`config.mk`:
```
export PLATFORM = sky130hd
export DESIGN_NAME = router_sync_n
export DESIGN_NICKNAME = d
export VERILOG_FILES = /design/src/rtl/router_sync_n.sv
export SDC_FILE = /design/constraint.sdc
export NUM_CORES = 1
export LEC_CHECK = 0
export CAP_MARGIN = 25
export CORE_AREA = 2 2 68 70
export DETAILED_ROUTE_END_ITERATION = 8
export DIE_AREA = 0 0 70 72
export GPL_ROUTABILITY_DRIVEN = 0
export PLACE_DENSITY_LB_ADDON = 0.1
export SYNTH_ARGS = -nofsm -noshare
export SYNTH_HDL_FRONTEND = slang
export SYNTH_SLANG_ARGS = --single-unit
```
`constraint.sdc`:
```
create_clock -name clock -period 3.95 [get_ports clock]
set_clock_uncertainty 0.1 [all_clocks]
set_input_delay 0.79 -clock clock [delete_from_list [all_inputs] [get_ports clock]]
set_output_delay 0.79 -clock clock [all_outputs]
set_load 0.005 [all_outputs]
```
`src/rtl/router_sync_n.sv`:
```
// router_sync_n: latches the packet destination, decodes FIFO write enables and full flag,
// and runs a per-channel read-timeout watchdog that soft-resets stalled output FIFOs.
module router_sync_n #(
   parameter int NUM_CH  = 3,
   parameter int ADDR_W  = 2,
   parameter int TIMEOUT = 30,
   parameter int CNT_W   = 8
) (
   input  logic              clock,
   input  logic              resetn,
   input  logic              detect_add,
   input  logic [ADDR_W-1:0] data_in,
   input  logic              write_enb_reg,
   input  logic [NUM_CH-1:0] read_enb,
   input  logic [NUM_CH-1:0] empty,
   input  logic [NUM_CH-1:0] full,
   input  logic              clr_status,
   output logic [NUM_CH-1:0] write_enb,
   output logic              fifo_full,
   output logic              addr_err,
   output logic [NUM_CH-1:0] vld_out,
   output logic [NUM_CH-1:0] soft_reset,
   output logic [NUM_CH-1:0] timeout_flag
);

   localparam logic [ADDR_W:0]   NUM_CH_L = (ADDR_W+1)'(NUM_CH);
   localparam logic [CNT_W-1:0]  CNT_LAST = CNT_W'(TIMEOUT - 1);
   localparam logic [ADDR_W-1:0] ADDR_RST = {ADDR_W{1'b1}};

   logic [ADDR_W-1:0] int_addr_r;
   logic              addr_ok_s;
   logic [CNT_W-1:0]  cnt_r [NUM_CH];
   logic [NUM_CH-1:0] stall_s;
   logic [NUM_CH-1:0] expire_s;

   // Destination address latch, loaded on the header strobe
   always_ff @(posedge clock) begin
      if (!resetn) begin
         int_addr_r <= ADDR_RST;
      end else if (detect_add) begin
         int_addr_r <= data_in;
      end else begin
         int_addr_r <= int_addr_r;
      end
   end

   assign addr_ok_s = ({1'b0, int_addr_r} < NUM_CH_L);
   assign addr_err  = ~addr_ok_s;
   assign vld_out   = ~empty;

   // One-hot write enable and full-flag mux for the latched address
   always_comb begin
      write_enb = {NUM_CH{1'b0}};
      fifo_full = 1'b0;
      for (int i = 0; i < NUM_CH; i++) begin
         if (resetn && addr_ok_s && (int_addr_r == ADDR_W'(i))) begin
            write_enb[i] = write_enb_reg;
            fifo_full    = full[i];
         end else begin
            write_enb[i] = 1'b0;
         end
      end
   end

   // Per-channel stall detection and expiry of the watchdog count
   always_comb begin
      stall_s  = {NUM_CH{1'b0}};
      expire_s = {NUM_CH{1'b0}};
      for (int i = 0; i < NUM_CH; i++) begin
         stall_s[i]  = vld_out[i] & ~read_enb[i];
         expire_s[i] = stall_s[i] & (cnt_r[i] == CNT_LAST);
      end
   end

   // Watchdog counters and registered one-cycle soft-reset pulses
   always_ff @(posedge clock) begin
      if (!resetn) begin
         for (int i = 0; i < NUM_CH; i++) begin
            cnt_r[i] <= {CNT_W{1'b0}};
         end
         soft_reset <= {NUM_CH{1'b0}};
      end else begin
         for (int i = 0; i < NUM_CH; i++) begin
            if (expire_s[i] || !stall_s[i]) begin
               cnt_r[i] <= {CNT_W{1'b0}};
            end else begin
               cnt_r[i] <= cnt_r[i] + CNT_W'(1);
            end
         end
         soft_reset <= expire_s;
      end
   end

   // Sticky timeout status; a fresh expiry outranks a simultaneous clear
   always_ff @(posedge clock) begin
      if (!resetn) begin
         timeout_flag <= {NUM_CH{1'b0}};
      end else if (clr_status) begin
         timeout_flag <= expire_s;
      end else begin
         timeout_flag <= timeout_flag | expire_s;
      end
   end

endmodule

```
==> reports/qor.txt <==
ys flop type -> edfxtp_1
dominant cell by count in the synthesized netlist -> edfxtp_1
drt initial violations -> 47
DR DRC count -> 0
Hold-fix buffers, CTS -> 0
share of the synthesized area in the top cell type -> 42.7%
PortBufs -> 29
maxcap violations -> 0
Post-DP Area -> 2120 um2
Ys Warns -> 0
DR top layer -> met4
Min Hold Slack -> 0.353 ns
RSZ-0062 raised after global routing -> false
Async S/R FF share, synth -> 0%
htree depth -> 2
Clk Latency, worst-skew pair -> 0.29 ns
Data required, critical path -> 3.06 ns
fin crit share -> 78.5%
post-layout min period -> 3.10 ns
post-CTS setup buffers -> 0
mapped cell area -> 1690 um2
Final WS setup -> 0.851 ns
wirelength, routed -> 3410 um
grt ovf -> 0
status -> finished, final reports clean
drt pass-1 iters -> 4
clk root buf -> clkbuf_8
Avg Cell Area, Syn -> 10.4 um2
Final ANT Viol Nets -> 0
WS Path Type -> in -> out
Peak VDD IR -> 0.166 mV
n_diodes -> 0
Final setup viols -> 0
initial antenna violation count -> 0
vias in the first global route -> 1352
vias per cell -> 5.07
type of the worst min-delay path -> reg -> reg
DR WL met2 -> 1700 um
Post-synth EDFFs -> 24
via count -> 1374
Starting Density -> 39.6%
Worst setup EP type -> output pin
I/O pins -> 30
finished layout cell area -> 2210 um2
routed wl met3 -> 160 um
Final Hold Fails -> 0
Max Slew Vio Count -> 0
clock-pin slew on the worst setup and hold paths -> 0.06 ns
gr usage total -> 15.3%
Synth Instances -> 162
CTS Buf Count -> 5
clock tree buffer depth -> 2
sequential-to-total area share from yosys stat -> 52.2%
Area Growth Syn to Fin -> 30.8%
setup tns final -> 0 ns
most frequent cells after synthesis -> edfxtp_1, nand2_1, o21ai_0
DP HPWL -> 2540 um
pre-CTS setup slack -> 0.853 ns
CTS resizes -> 0
fmax -> 323 MHz
Synth Register Bits -> 32
# rows -> 24
Worst Path Max Fanout -> 11
CTS tree -> built
Arrival @ worst endpoint -> 2.21 ns
largest net degree at the start of global routing -> 12
synth top area cells -> edfxtp_1, dfxtp_1, ha_1
core footprint -> 4260 um2
Routed WL per cell -> 12.6 um
Die Area -> 5040 um2
first-pass GRT wire length -> 6030 um
Die Ht -> 72 um
post-synth cell types -> 32
share of layout cells above drive strength 1 -> 4.11%
top cell type by total area after synthesis -> edfxtp_1
PwrDens -> 325 nW/um2
Startpoint Class -> primary input
clock sinks -> 32
Post-Route M1 WL -> 1490 um
die outline width -> 70 um
P_leak -> 0.836 nW
Final Net Count -> 240
[final timing paths]
check	slack (ns)	startpoint	cells past startpoint	to
max	0.85	resetn	5	write_enb[2]
min	0.35	timeout_flag[2]	1	timeout_flag[2]
max reg2reg	1.94	cnt_r[2][1]	5	cnt_r[2][2]
min reg2reg	0.35	timeout_flag[2]	1	timeout_flag[2]
[metal layers]
layer  track usage [%]  up-vias
met5                 0        -
met4              7.05        0
met3              4.17        5
met2              27.1       31
met1              17.3      639
li1                  -      699
[layout by cell type, fill, tap and decap left out]
| cell type | instances |
|---|---|
| o31ai_1 | 1 |
| mux2_2 | 2 |
| conb_1 | 24 |
| nand4_1 | 5 |
| clkbuf_1 | 2 |
| or4b_1 | 6 |
| inv_1 | 9 |
| and2_1 | 2 |
| nor3b_1 | 5 |
| nand3b_1 | 4 |
| a31oi_1 | 4 |
| ha_1 | 6 |
| nand2b_1 | 1 |
| nor3_1 | 4 |
| dfxtp_1 | 8 |
| o21ai_0 | 10 |
| nor2b_1 | 1 |
| nor2_1 | 9 |
| buf_4 | 1 |
| a21oi_1 | 9 |
| nand2_1 | 18 |
| edfxtp_1 | 24 |
| clkbuf_8 | 6 |
| a21o_1 | 3 |
| nand3_1 | 5 |
| or3_1 | 3 |
| mux2i_1 | 3 |
| xnor2_1 | 3 |
| nand4b_1 | 1 |
| o211ai_1 | 5 |
| clkdlybuf4s50_1 | 29 |
| or4_1 | 3 |
| or3b_1 | 3 |
[cell families (layout without fill, tap and decap cells)]
logic type,Yosys count,in the layout,share of synthesized area [%]
adders and majority gates,6,6,4.45
AOI/OAI and AO/OA,32,32,11.1
and+or+nand+nor,70,70,24.1
buffers and inverters,13,47,3.19
DFF,32,32,52.2
other,1,24,0.222
muxes,5,5,3.12
xor gates and xnor gates,3,3,1.56
[flip-flops by register name, indices dropped and copies added, names as in the netlist]
register and flops:
cnt_r 24, int_addr_r 2, soft_reset 3, timeout_flag 3
[through the flow]
step	instances	utilization [%]	total power, W
5_1_grt	271	51.7	0.000750
3_5_place_dp	263	49.6	0.000464
4_1_cts	271	51.7	0.000730
3_3_place_gp	263	49.6	0.000461
6_report	271	51.7	0.000718
2_1_floorplan	185	-	0.000430
[worst max-delay path: stages]
cell and delay [ns]:
clkdlybuf4s50_1 0.45, buf_4 0.16, nand2_1 0.09, nor3b_1 0.20, clkdlybuf4s50_1 0.52
[cell type report]
cell class | instances | area, um2
Timing Repair Buffer | 30 | 298
Tap cell | 52 | 65.1
Sequential cell | 32 | 881
Inverter | 9 | 33.8
Fill cell | 403 | 2060
Clock buffer | 8 | 90.1
Multi-Input combinational cell | 140 | 838
[power breakdown]
part | switching, W | internal (W)
clock network | 0.000118 | 0.000142
logic | 0.0000296 | 0.0000365
registers | 0.0000158 | 0.000376
total | 0.000164 | 0.000554
Power figures use the tool's default switching activity.
